## config.mk

```make
export PLATFORM = sky130hd
export DESIGN_NAME = branch_seq_ctrl
export DESIGN_NICKNAME = d
export VERILOG_FILES = /design/src/rtl/branch_pkg.sv /design/src/rtl/cond_eval.sv /design/src/rtl/branch_seq_ctrl.sv
export SDC_FILE = /design/constraint.sdc
export NUM_CORES = 1
export LEC_CHECK = 0
export ABC_CLOCK_PERIOD_IN_PS = 3190
export BUFFER_PORTS_ARGS = -buffer_cell sky130_fd_sc_hd__clkbuf_2
export CAP_MARGIN = 20
export CORE_ASPECT_RATIO = 2
export CORE_MARGIN = 8
export CORE_UTILIZATION = 40
export DETAILED_ROUTE_END_ITERATION = 8
export GPL_TIMING_DRIVEN = 0
export SLEW_MARGIN = 20
export SYNTH_ARGS = -nofsm -noshare
export SYNTH_HDL_FRONTEND = slang
export SYNTH_SLANG_ARGS = --single-unit
export TNS_END_PERCENT = 100
```

## constraint.sdc

```tcl
create_clock -name clk -period 3.19 [get_ports clk]
set_input_delay 0.638 -clock clk [delete_from_list [all_inputs] [get_ports clk]]
set_output_delay 0.638 -clock clk [all_outputs]
set_load 0.005 [all_outputs]
```

## src/rtl/branch_pkg.sv

```systemverilog
// Shared types for conditional-branch resolution: condition codes,
// flag bit positions and sequencer states.
package branch_pkg;

    typedef enum logic [3:0] {
        COND_EQ = 4'h0,
        COND_NE = 4'h1,
        COND_CS = 4'h2,
        COND_CC = 4'h3,
        COND_MI = 4'h4,
        COND_PL = 4'h5,
        COND_VS = 4'h6,
        COND_VC = 4'h7,
        COND_HI = 4'h8,
        COND_LS = 4'h9,
        COND_GE = 4'hA,
        COND_LT = 4'hB,
        COND_GT = 4'hC,
        COND_LE = 4'hD,
        COND_AL = 4'hE,
        COND_NV = 4'hF
    } cond_e;

    localparam int FLAG_Z = 3;
    localparam int FLAG_C = 2;
    localparam int FLAG_N = 1;
    localparam int FLAG_V = 0;

    typedef enum logic [1:0] {
        ST_IDLE  = 2'd0,
        ST_WAIT  = 2'd1,
        ST_EVAL  = 2'd2,
        ST_FLUSH = 2'd3
    } state_e;

endpackage

```

## src/rtl/cond_eval.sv

```systemverilog
// Combinational condition-code check against [Z,C,N,V]; the undefined
// code 1111 always evaluates false.
module cond_eval
    import branch_pkg::*;
(
    input  logic [3:0] i_cond,
    input  logic [3:0] i_flags,
    output logic       o_ok
);

    logic w_z;
    logic w_c;
    logic w_n;
    logic w_v;

    assign w_z = i_flags[FLAG_Z];
    assign w_c = i_flags[FLAG_C];
    assign w_n = i_flags[FLAG_N];
    assign w_v = i_flags[FLAG_V];

    always_comb begin
        o_ok = 1'b0;
        unique case (cond_e'(i_cond))
            COND_EQ: o_ok = w_z;
            COND_NE: o_ok = !w_z;
            COND_CS: o_ok = w_c;
            COND_CC: o_ok = !w_c;
            COND_MI: o_ok = w_n;
            COND_PL: o_ok = !w_n;
            COND_VS: o_ok = w_v;
            COND_VC: o_ok = !w_v;
            COND_HI: o_ok = w_c && !w_z;
            COND_LS: o_ok = !w_c || w_z;
            COND_GE: o_ok = (w_n == w_v);
            COND_LT: o_ok = (w_n != w_v);
            COND_GT: o_ok = !w_z && (w_n == w_v);
            COND_LE: o_ok = w_z || (w_n != w_v);
            COND_AL: o_ok = 1'b1;
            COND_NV: o_ok = 1'b0;
        endcase
    end

endmodule

```

## src/rtl/branch_seq_ctrl.sv

```systemverilog
// Branch resolution sequencer: waits out pending flags, evaluates the
// condition, loads the fetch PC and holds the front-end flush.
module branch_seq_ctrl
    import branch_pkg::*;
#(
    parameter int ADDR_W       = 32,
    parameter int OFF_W        = 8,
    parameter int PC_AHEAD     = 4,
    parameter int FLUSH_CYCLES = 2
) (
    input  logic              clk,
    input  logic              rst,
    input  logic              req_valid,
    output logic              req_ready,
    input  logic [3:0]        req_cond,
    input  logic [ADDR_W-1:0] req_pc,
    input  logic [OFF_W-1:0]  req_offset,
    input  logic [3:0]        flags,
    input  logic              flags_pending,
    input  logic              abort,
    output logic              pc_load,
    output logic [ADDR_W-1:0] pc_target,
    output logic              flush,
    output logic              done,
    output logic              taken,
    output logic              undef,
    output logic              busy
);

    localparam int CNT_W = (FLUSH_CYCLES > 1) ? $clog2(FLUSH_CYCLES) : 1;

    state_e              r_state;
    cond_e               r_cond;
    logic [ADDR_W-1:0]   r_pc;
    logic [OFF_W-1:0]    r_off;
    logic [CNT_W-1:0]    r_cnt;

    logic                w_ok;
    logic                w_hs;
    logic [ADDR_W-1:0]   w_off_ext;
    logic [ADDR_W-1:0]   w_target;

    cond_eval u_cond_eval (
        .i_cond  (r_cond),
        .i_flags (flags),
        .o_ok    (w_ok)
    );

    assign req_ready = (r_state == ST_IDLE) && !abort;
    assign w_hs      = req_valid && req_ready;

    // Halfword offset, sign-extended then scaled to bytes; wraps silently.
    assign w_off_ext = {{(ADDR_W-OFF_W){r_off[OFF_W-1]}}, r_off};
    assign w_target  = r_pc + ADDR_W'(PC_AHEAD) + (w_off_ext << 1);

    always_ff @(posedge clk or posedge rst) begin
        if (rst) begin
            r_state   <= ST_IDLE;
            r_cond    <= COND_EQ;
            r_pc      <= '0;
            r_off     <= '0;
            r_cnt     <= '0;
            pc_load   <= 1'b0;
            pc_target <= '0;
            flush     <= 1'b0;
            done      <= 1'b0;
            taken     <= 1'b0;
            undef     <= 1'b0;
            busy      <= 1'b0;
        end else begin
            pc_load <= 1'b0;
            done    <= 1'b0;
            taken   <= 1'b0;
            undef   <= 1'b0;
            if (abort && (r_state != ST_IDLE)) begin
                r_state <= ST_IDLE;
                flush   <= 1'b0;
                busy    <= 1'b0;
            end else begin
                unique case (r_state)
                    ST_IDLE: begin
                        if (w_hs) begin
                            r_cond  <= cond_e'(req_cond);
                            r_pc    <= req_pc;
                            r_off   <= req_offset;
                            r_state <= flags_pending ? ST_WAIT : ST_EVAL;
                            busy    <= 1'b1;
                        end
                    end
                    ST_WAIT: begin
                        if (!flags_pending) begin
                            r_state <= ST_EVAL;
                        end
                    end
                    ST_EVAL: begin
                        pc_target <= w_target;
                        if (w_ok) begin
                            r_state <= ST_FLUSH;
                            pc_load <= 1'b1;
                            flush   <= 1'b1;
                            r_cnt   <= CNT_W'(FLUSH_CYCLES - 1);
                        end else begin
                            r_state <= ST_IDLE;
                            done    <= 1'b1;
                            undef   <= (r_cond == COND_NV);
                            busy    <= 1'b0;
                        end
                    end
                    ST_FLUSH: begin
                        if (r_cnt == '0) begin
                            r_state <= ST_IDLE;
                            done    <= 1'b1;
                            taken   <= 1'b1;
                            flush   <= 1'b0;
                            busy    <= 1'b0;
                        end else begin
                            r_cnt <= r_cnt - CNT_W'(1);
                        end
                    end
                endcase
            end
        end
    end

endmodule

```

; ---- Word level (Yosys, flattened, before mapping)
; Cells that the tools add are included.
[word_totals]
regBits = 85
latch_bits = 0
ramBits = 0
rom_bits = 0
in_bits = 53
output_inout_bits = 39
elab_cells = 96
memories = 0
[op_classes]
n_addsub = 3
n_mul = 0
div_mod_pow = 0
order_cmp = 0
n_eq_ne = 26
shift = 0
mux = 30
bitwise_logic = 1
n_reduce_logical = 24
[op_table]
columns = cell, n
row1 = $add A32 B3 Y32 const B, 1
row2 = $add A32 B32 Y32, 1
row3 = $eq A4 B4 Y1 const B, 8
row4 = $mux W1, 18
row5 = $eq A4 B3 Y1 const B, 4
row6 = $pmux W1 S16, 1
row7 = $mux W2, 6
row8 = $reduce_and A3 Y1, 4
row9 = $ne A3 B3 Y1 const B, 3
row10 = $eq A4 B2 Y1 const B, 2
row11 = $pmux W2 S4, 1
row12 = $ne A3 B2 Y1 const B, 2
row13 = $pmux W1 S2, 3
row14 = $logic_and A1 B1 Y1, 5
row15 = $logic_not A1 Y1, 5
row16 = $eq A2 B2 Y1 const B, 2
row17 = $eq A4 B1 Y1 const B, 1
row18 = $logic_not A4 Y1, 1
row19 = $reduce_and A4 Y1, 1
row20 = $reduce_bool A2 Y1, 2
row21 = $reduce_bool A4 Y1, 1
row22 = $pmux W1 S3, 1
row23 = $reduce_bool A3 Y1, 1
row24 = $eq A2 B1 Y1 const B, 1
row25 = other kinds (8), 9

; ---- Logic depth before layout (Yosys ltp)
; Gate-level depths: netlist (run 1).
[depth]
word_depth = 6
mapped_depth = 12
mapped_depth_nobuf = 12

; ---- Modules after synthesis
; A second synthesis (run 1) with hierarchy kept.
[hier_totals]
hier_cells = 524
hier_area_um2 = 5248.8
[by_module_without_submodules]
columns = mod, instances, cells_per_inst, area_per_inst_um2, seq_area_each_um2
row1 = branch_seq_ctrl, 1, 501, 5093.6, 2127.0
row2 = cond_eval, 1, 23, 155.1, 0.0

; ---- Least setup slack after synthesis (run 1)
; No wires, ideal clock.
[synth_path]
path_type = register to register
startpoint = reg r_off[7]
endpoint = reg pc_target[30]
setup_time_ps = 125
t_arrival_ps = 2757
t_required_ps = 3065
path_slack_ps = 307
stages_incl_launch_ff = 10
n_path_buf = 0
period_less_slack_ps = 2883
path_cell_list = dfrtp_1 > ha_1 > ha_1 > a211oi_2 > and2_0 > o31a_1 > a31oi_4 > nor2_2 > o21a_1 > mux2_4
[synth_between]
elab_chain_len = 1
[synth_lines]
columns = item, line
row1 = from (decl), branch_seq_ctrl.sv:35  ; logic [OFF_W-1:0] r_off;
row2 = from (signal assigned), branch_seq_ctrl.sv:85  ; r_off <= req_offset;
row3 = $add A32 B32 Y32, branch_seq_ctrl.sv:54  ; assign w_target = r_pc + ADDR_W'(PC_AHEAD) + (w_off_ext << 1);
row4 = to (signal assigned), branch_seq_ctrl.sv:96  ; pc_target <= w_target;
row5 = to (decl), branch_seq_ctrl.sv:22  ; output logic [ADDR_W-1:0] pc_target,
; Every way passes these cells.
; A chain may end at the register's enable or synchronous reset.

; ---- Final worst setup path (run 1)
[layout_path]
startpoint = reg r_off[7]
endpoint = reg pc_target[31]
; The elaborated chain is that of the path after synthesis.

==> results of run 1 <==
[state kept, by name, summed over array words and instances, names as in the netlist]
signal	flops
busy	1
done	1
flush	1
pc_load	1
pc_target	32
r_cnt	1
r_cond	4
r_off	8
r_pc	32
r_state	2
taken	1
undef	1
[where the power goes]
group / switching (mW) / internal (mW) / leakage [nW]
combinational: 2.31 / 1.81 / 1.89
clock: 0.451 / 0.534 / 0.129
sequential: 0.273 / 1.49 / 1.03
total: 3.04 / 3.83 / 3.05
[worst max-delay path: stages, from the launching register on]
cell and delay [ns]:
dfrtp_4 0.61, ha_1 0.33, ha_1 0.27, buf_2 0.19
nand4_2 0.18, or3_4 0.44, nor4_1 0.56, nor4_2 0.11
mux2i_1 0.16, o21ai_1 0.08
[worst max-delay path by stage]
stage,startpoint,endpoint
2_1_floorplan,r_off[7]$_DFFE_PP0P_,pc_target[30]$_DFFE_PP0P_
3_3_place_gp,rst,pc_target[11]$_DFFE_PP0P_
3_5_place_dp,r_off[7]$_DFFE_PP0P_,pc_target[31]$_DFFE_PP0P_
4_1_cts,r_off[7]$_DFFE_PP0P_,pc_target[31]$_DFFE_PP0P_
5_1_grt,r_off[7]$_DFFE_PP0P_,pc_target[31]$_DFFE_PP0P_
6_report,r_off[7]$_DFFE_PP0P_,pc_target[31]$_DFFE_PP0P_
[cell families (layout without fill, tap and decap cells)]
| kind of cell | count (synthesis) | count (layout) |
|---|---|---|
| buf+inv | 35 | 142 |
| fa+ha+maj | 60 | 60 |
| simple gates | 137 | 137 |
| mux | 47 | 47 |
| xor+xnor | 30 | 30 |
| compound gates | 143 | 143 |
| flops | 85 | 85 |
[routing by layer]
metal,wire (µm),GRT usage
met3,822,0.0453
met5,0,0
met1,5480,0.175
met2,6220,0.244
met4,174,0.0522
[layout by cell type (no fill, tap or decap), types with 5 or more instances in the layout]
cell type and count:
a31oi_1 7, nor2_1 20, nand2_1 67, dfrtp_1 84, clkbuf_1 14, nor3_1 11
buf_2 6, o21ai_0 37, mux2_2 41, a21o_1 5, o21ai_1 12, mux2i_1 5
xor2_1 14, ha_1 59, and2_1 7, inv_1 14, clkbuf_16 9, xnor2_1 16
a21oi_1 37, clkbuf_2 90
[repair_timing]
action | in CTS | in global routing
gates resized for setup | 2 | 4
setup endpoints to repair | 12 | 2
pin swaps | 0 | 1
hold buffers | 0 | 0
[metrics by stage]
| stage | util | instance area [µm²] | TNS (ns) | power (mW) | std cells |
|---|---|---|---|---|---|
| 2_1_floorplan | - | 5390 | 0 | 4.85 | 537 |
| 3_3_place_gp | 0.454 | 6030 | -61.93 | 5.81 | 782 |
| 4_1_cts | 0.477 | 6340 | 0 | 6.91 | 799 |
| 3_5_place_dp | 0.456 | 6060 | -1.29 | 5.87 | 783 |
| 6_report | 0.479 | 6360 | 0 | 6.87 | 799 |
| 5_1_grt | 0.479 | 6360 | -0.00996 | 7.54 | 799 |
[cell type report]
| cell class | count | area, µm² |
|---|---|---|
| Clock inverter | 6 | 46.3 |
| Buffer | 20 | 82.6 |
| Clock buffer | 10 | 229 |
| Fill cell | 1300 | 6930 |
| Timing Repair Buffer | 91 | 478 |
| Sequential cell | 85 | 2130 |
| Multi-Input combinational cell | 417 | 3140 |
| Tap cell | 155 | 194 |
| Inverter | 15 | 58.8 |
==> impl_metrics.ini, run 1 <==
[layout]
area_delta_synth_final_pct = 18.0
drive_gt1_frac = 0.270
diodes = 0
nNetsFinal = 752

[timing]
setup_viol = 0
tightest_slew_ns = 0.637
skew_ns = 0.0113
final_hold_viol_count = 0
layout_min_cycle_time_ns = 3.06
setup_slack_ns = 0.126
finalMaxSlewViolations = 0
fmax_mhz = 326
slew-limit-headroom = 0.572
fin_crit_sh = 0.960
whs_ns = 0.324

[clocking]
cts-root-buf = clkbuf_16
cts_tree = built
clock_sinks = 85
clockBufferDepth = 2
clock_latency_ns = 0.34
cts_buffers = 9
htreeDepth = 3
cts_setup_buffers = 0
clk_pin_slew_ns = 0.06

[grt]
grt_use_total = 0.148
grt_pass1_wl_um = 21300
grt_pass1_vias = 4450
grt_max_degree = 49
antenna_found_initial = 0
overflow = 0

[logic_synthesis]
synth_fa_ha_area_frac = 0.141
yosys-top-cells-count = dfrtp_1, nand2_1, ha_1, mux2_2, a21oi_1
synth_top_cell_by_area = dfrtp_1
async_reset_ff_frac = 1.00
synth_edf_count = 0
ys_types = 63
synth_top_area_share = 0.395
syn-cell-area_um2 = 5390
yosys.area_share.simple = 0.119
synth_nets = 650
yosysMostFrequentCell = dfrtp_1
postSynthAreaPerCell_um2 = 10.0
synth_top_family_by_area = compound AO/OA/AOI/OAI gates
yosys_register_bits = 85
synth_compound_area_frac = 0.173
synthCells = 537
synth_ff_type = dfrtp_1
synth-xor-area-share = 0.0487
synth.area.top_cells = dfrtp_1, ha_1, mux2_2
ys_seq_area_frac = 0.395
synthMuxAreaShare = 0.0977
ys_warn_count = 0

[power_and_ir_drop]
ir_worst_vdd_mv = 0.403
cellLeakagePower_nw = 3.05
p_per_area_nw_per_um2 = 1080

[setup_path]
critPathLaunchType = register
r2r_cells = 9
path_class = register to register
critPathRequiredTime_ns = 3.41
crit_path_max_fanout = 25
cp.arrival_ns = 3.28
worstReg2RegEnd = pc_target[31]$_DFFE_PP0P_
r2r-start = r_off[7]$_DFFE_PP0P_
r2r_setup_slack_ns = 0.13
cp-end-kind = register

[route]
wirelength_um = 12700
avgRoutedWirePerCell_um = 15.9
drt_iter0_drc = 160
dr.pass1.iters = 4
drc_errors = 0
avgViaCountPerCell = 5.39
ant_nets = 0
vias = 4303

[placed_design]
place_ws_ns = -0.358
dp_hpwl_um = 9990
io_buffers = 90
gp_congestion = 0.817

[die]
top_level_ports = 92
die_w_um = 98.1
initial_utilization = 0.406
dieArea_um2 = 17700
core-area_um2 = 13300
die_height_um = 180
row_count = 60

[outcome]
outcome = finished clean

[worst_hold_path]
min_path_type = primary input to async pin

[flow_run]
cap_viol_max_count = 0
Power figures use the tool's default switching activity.
==> inputs of run 2 (changes only) <==
PLACE_DENSITY = 0.72   (was unset)
==> impl_metrics.ini, run 2 (synthesis results as in run 1) <==
[clocking]
cts_setup_buffers = 0
clock_sinks = 85
clk_pin_slew_ns = 0.06
cts_tree = built
cts_buffers = 9
clockBufferDepth = 2
cts_hold_buf = 0
clock_latency_ns = 0.34
cts-root-buf = clkbuf_16
htreeDepth = 3

[route]
vias = 4311
drc_errors = 0
avgViaCountPerCell = 5.41
dr.pass1.iters = 5
avgRoutedWirePerCell_um = 16.1
drt_iter0_drc = 120
ant_nets = 0
wirelength_um = 12800

[power_and_ir_drop]
ir_worst_vdd_mv = 0.532
p_per_area_nw_per_um2 = 1090
p_total_mw = 6.91
cellLeakagePower_nw = 3.05

[die]
initial_utilization = 0.406
row_count = 60
die_w_um = 98.1
core-area_um2 = 13300
die_height_um = 180
top_level_ports = 92
dieArea_um2 = 17700

[layout]
diodes = 0
final_cell_mix = clkbuf_2, dfrtp_1, nand2_1
layout.cells.non_filler = 797
mostFrequentLayoutCell = clkbuf_2
nNetsFinal = 752
area_delta_synth_final_pct = 17.9
drive_gt1_frac = 0.265
fillerInstances = 1253
largestRegisters = pc_target (32), r_pc (32), r_off (8)

[timing]
setup_viol = 0
rsz0062_at_grt = no
skew_ns = 0.00981
finalMaxSlewViolations = 0
fin_crit_sh = 0.952
whs_ns = 0.308
layout_min_cycle_time_ns = 3.04
final_hold_viol_count = 0
tightest_slew_ns = 0.577
fmax_mhz = 329
setup_tns_ns = 0
slew-limit-headroom = 0.615

[grt]
grt_pass1_wl_um = 21600
grt_max_degree = 51
antenna_found_initial = 0
grt_pass1_vias = 4486
overflow = 0
grt_use_total = 0.150

[setup_path]
cp.arrival_ns = 3.27
path_class = register to register
critical_path.cell_chain = inv_1 > ha_1 > inv_1 > ha_1 > fa_1 > a211oi_1 > o211ai_1 > a31oi_2 > a31oi_4 > nor2_2 > o21a_1 > mux2_4
r2r_setup_slack_ns = 0.15
max_stage_delay_ns = 0.43
cp-end-kind = register
critPathRequiredTime_ns = 3.42
cpMaxStageDelayCell = fa_1
crit_path_max_fanout = 8
critPathLaunchType = register

[flow_run]
cap_viol_max_count = 0

[placed_design]
io_buffers = 90
dp.cells = 783
gp_congestion = 0.829
dp_hpwl_um = 10200

[outcome]
outcome = finished clean

[worst_hold_path]
min_path_type = primary input to async pin
==> run 2: timing repair <==
item,4_1_cts,5_1_grt
setup endpoints to repair,12,1
gates resized for setup,2,2
pin swaps,0,0
==> run 2: layer usage <==
metal	track usage	routed length (µm)
met5	0	0
met4	0.0503	173
met3	0.0546	1100
met2	0.253	6300
met1	0.170	5240
==> run 2: worst max-delay path, delay by kind of cell, from the launching register on <==
kind                     cells  cell delay [ns]
AO/OA/AOI/OAI                5             1.14
adder cells (fa/ha/maj)      3             0.94
flip-flops                   1             0.32
multiplexers                 1             0.30
AND/OR/NAND/NOR              1             0.14
buffers and inverters        2             0.10
==> run 2: final cells by class <==
cell class	count	area, µm²	share of cell area
Buffer	20	82.6	0.0130
Clock buffer	10	229	0.0360
Clock inverter	4	51.3	0.00807
Inverter	15	58.8	0.00925
Multi-Input combinational cell	417	3130	0.493
Sequential cell	85	2130	0.335
Tap cell	155	194	0.0305
Timing Repair Buffer	91	478	0.0752
==> run 2: stage by stage <==
step | cell area, µm² | setup slack (ns) | util
4_1_cts | 6350 | 0.0670 | 0.478
2_1_floorplan | 5390 | 0.307 | -
6_report | 6360 | 0.153 | 0.478
3_5_place_dp | 6060 | -0.304 | 0.456
3_3_place_gp | 6030 | -0.601 | 0.454
5_1_grt | 6360 | 0.00166 | 0.478
==> run 2: worst paths after layout <==
kind	startpoint	endpoint	depth (start not counted)
worst max-delay path	r_pc[2]$_DFFE_PP0P_	pc_target[30]$_DFFE_PP0P_	12
worst min-delay path	rst	r_cond[3]$_DFFE_PP0P_	2
worst max register to register	r_pc[2]$_DFFE_PP0P_	pc_target[30]$_DFFE_PP0P_	12
worst min register to register	pc_target[19]$_DFFE_PP0P_	pc_target[19]$_DFFE_PP0P_	2
max in group asynchronous	rst	r_off[7]$_DFFE_PP0P_	3
min in group clk	pc_target[19]$_DFFE_PP0P_	pc_target[19]$_DFFE_PP0P_	2
==> run 2: power by group <==
| group | internal [mW] | switching [mW] |
|---|---|---|
| sequential | 1.49 | 0.265 |
| clock | 0.597 | 0.409 |
| combinational | 1.81 | 2.35 |
| total | 3.89 | 3.02 |
==> inputs of run 3 (changes only) <==
--- a/config.mk
+++ b/config.mk
@@ -6,5 +6,4 @@
 export NUM_CORES = 1
 export LEC_CHECK = 0
-export ABC_CLOCK_PERIOD_IN_PS = 3190
 export BUFFER_PORTS_ARGS = -buffer_cell sky130_fd_sc_hd__clkbuf_2
 export CAP_MARGIN = 20
@@ -18,4 +17,5 @@
 export SYNTH_ARGS = -nofsm -noshare
 export SYNTH_HDL_FRONTEND = slang
+export SYNTH_HIERARCHICAL = 1
 export SYNTH_SLANG_ARGS = --single-unit
 export TNS_END_PERCENT = 100
==> constraint.sdc (replaced) <==
create_clock -name clk -period 3.19 [get_ports clk]
set_input_delay 0.1595 -clock clk [delete_from_list [all_inputs] [get_ports clk]]
set_output_delay 0.1595 -clock clk [all_outputs]
set_load 0.005 [all_outputs]
==> impl_metrics.ini, run 3 <==
[timing]
tightest_slew_ns = 0.639
fin_crit_sh = 0.978
setup_viol = 0
slew-limit-headroom = 0.572
finalMaxSlewViolations = 0
setup_tns_ns = 0
layout_min_cycle_time_ns = 3.12
final_hold_viol_count = 0
skew_ns = 0.0100
fmax_mhz = 320
rsz0062_at_grt = yes

[logic_synthesis]
yosys.area_share.simple = 0.114
synth_top_cell_by_area = dfrtp_1
yosysMostFrequentCell = dfrtp_1
synth_top_family_by_area = compound AO/OA/AOI/OAI gates
synth_compound_area_frac = 0.161
postSynthAreaPerCell_um2 = 10.0
yosys-top-cells-count = dfrtp_1, nand2_1, ha_1, mux2_2, o21ai_0
synth_ff_type = dfrtp_1
synth_nets = 637
synthMuxAreaShare = 0.0939
synth-xor-area-share = 0.0501
ys_seq_area_frac = 0.405
synth.area.top_cells = dfrtp_1, ha_1, mux2_2
async_reset_ff_frac = 1.00
ys_warn_count = 6
synth_edf_count = 0
synth_fa_ha_area_frac = 0.144
syn-cell-area_um2 = 5250
synthCells = 524
ys_types = 50
synth_top_area_share = 0.405
yosys_register_bits = 85

[die]
core-area_um2 = 12900
initial_utilization = 0.406
row_count = 59
die_height_um = 178
top_level_ports = 92
dieArea_um2 = 17300
die_w_um = 97

[layout]
layout.cells.non_filler = 789
diodes = 0
final_cell_mix = clkbuf_2, dfrtp_1, nand2_1
largestRegisters = pc_target (32), r_pc (32), r_off (8)
nNetsFinal = 745
register_area_um2 = 2130
drive_gt1_frac = 0.287
area_delta_synth_final_pct = 23.1
multi_input_area_um2 = 3130
fillerInstances = 1185
mostFrequentLayoutCell = clkbuf_2

[route]
ant_nets = 0
drc_errors = 0
vias = 4349
avgViaCountPerCell = 5.51
wirelength_um = 13500
dr.pass1.iters = 4
avgRoutedWirePerCell_um = 17.1
drt_iter0_drc = 140

[setup_path]
cp.arrival_ns = 3.33
critPathRequiredTime_ns = 3.40
max_stage_delay_ns = 0.55
critical_path.cell_chain = ha_1 > ha_4 > a21oi_2 > o21ai_1 > o31ai_1 > a21oi_1 > or3b_2 > o211ai_1 > mux2i_1 > o311ai_0
r2r_setup_slack_ns = 0.07
cpMaxStageDelayCell = dfrtp_4
critPathLaunchType = register
path_class = register to register
crit_path_max_fanout = 8
cp-end-kind = register

[grt]
grt_pass1_wl_um = 21700
overflow = 0
antenna_found_initial = 0
grt_pass1_vias = 4680
grt_max_degree = 49
grt_use_total = 0.153

[power_and_ir_drop]
cellLeakagePower_nw = 3.12
ir_worst_vdd_mv = 0.480
p_per_area_nw_per_um2 = 957

[placed_design]
io_buffers = 90
gp_congestion = 0.848
dp.cells = 767
dp_hpwl_um = 10400

[worst_hold_path]
min_path_type = primary input to register

[clocking]
clock_sinks = 85
htreeDepth = 3
clock_latency_ns = 0.34
cts-root-buf = clkbuf_16
cts_buffers = 9
cts_tree = built
clk_pin_slew_ns = 0.07
clockBufferDepth = 2

[outcome]
outcome = finished clean

[flow_run]
cap_viol_max_count = 0
==> run 3: worst max-delay path: cells and delay by family (launching register included) <==
kind | cells | cell delay [ns]
compound gates | 6 | 1.13
fa+ha+maj | 2 | 0.63
flops | 1 | 0.55
mux | 1 | 0.22
simple gates | 1 | 0.45
==> run 3: metrics by stage <==
stage / hold WS, ns / instance area, µm² / total power [mW] / setup WS (ns) / utilization
detailed placement: 0.215 / 5920 / 4.79 / -0.663 / 0.458
global route: 0.0374 / 6460 / 6.69 / -0.0249 / 0.500
floorplan: 0.276 / 5250 / 3.91 / 0.00987 / -
finish: 0.0369 / 6460 / 6.18 / 0.0695 / 0.500
global placement: 0.373 / 5890 / 4.70 / -0.666 / 0.456
CTS: 0.0334 / 6290 / 5.96 / 0.0103 / 0.487
==> run 3: cell families after synthesis <==
| kind of cell | after synthesis |
|---|---|
| AO/OA/AOI/OAI | 135 |
| XOR/XNOR | 30 |
| adder cells (fa/ha/maj) | 60 |
| buffers and inverters | 42 |
| flip-flops | 85 |
| multiplexers | 44 |
| AND/OR/NAND/NOR | 128 |
==> run 3: power by group <==
part | total [mW] | switching [mW] | internal, mW | leakage (nW)
Sequential | 1.66 | 0.222 | 1.44 | 1.03
Combinational | 3.47 | 1.86 | 1.61 | 1.94
Clock | 1.05 | 0.476 | 0.572 | 0.148
Total | 6.18 | 2.56 | 3.62 | 3.12
==> run 3: final cells by class <==
cell class	instances	share of cell area
Inverter	19	0.0114
Clock inverter	6	0.00891
Sequential cell	85	0.330
Multi-Input combinational cell	397	0.484
Clock buffer	10	0.0370
Buffer	20	0.0134
Tap cell	152	0.0294
Timing Repair Buffer	100	0.0860
==> run 3: final timing paths <==
path,start,endpoint,cells past startpoint
max in group asynchronous,rst,pc_target[21]$_DFFE_PP0P_,4
worst max-delay path,r_off[7]$_DFFE_PP0P_,pc_target[28]$_DFFE_PP0P_,10
min in group asynchronous,rst,pc_load$_DFF_PP0_,3
worst min-delay path,req_pc[2],r_pc[2]$_DFFE_PP0P_,3
worst min register to register,r_pc[0]$_DFFE_PP0P_,pc_target[0]$_DFFE_PP0P_,2
worst max register to register,r_off[7]$_DFFE_PP0P_,pc_target[28]$_DFFE_PP0P_,10
==> run 3: repair_timing <==
action / CTS / global route
setup endpoints to repair: 17 / 6
gates cloned: 0 / 0
setup buffers: 5 / 3
hold buffers: 1 / 0
endpoints found under the hold margin: 37 / 0
pin swaps: 2 / 8
gates resized for setup: 9 / 23
==> run 3: routing by layer <==
layer  GRT usage  share of wire  vias up
met5           0              0        -
met4      0.0872          0.042        0
met3      0.0372          0.043       39
met2       0.291           0.55      103
met1       0.145           0.37     2098
li1            -              -     2109
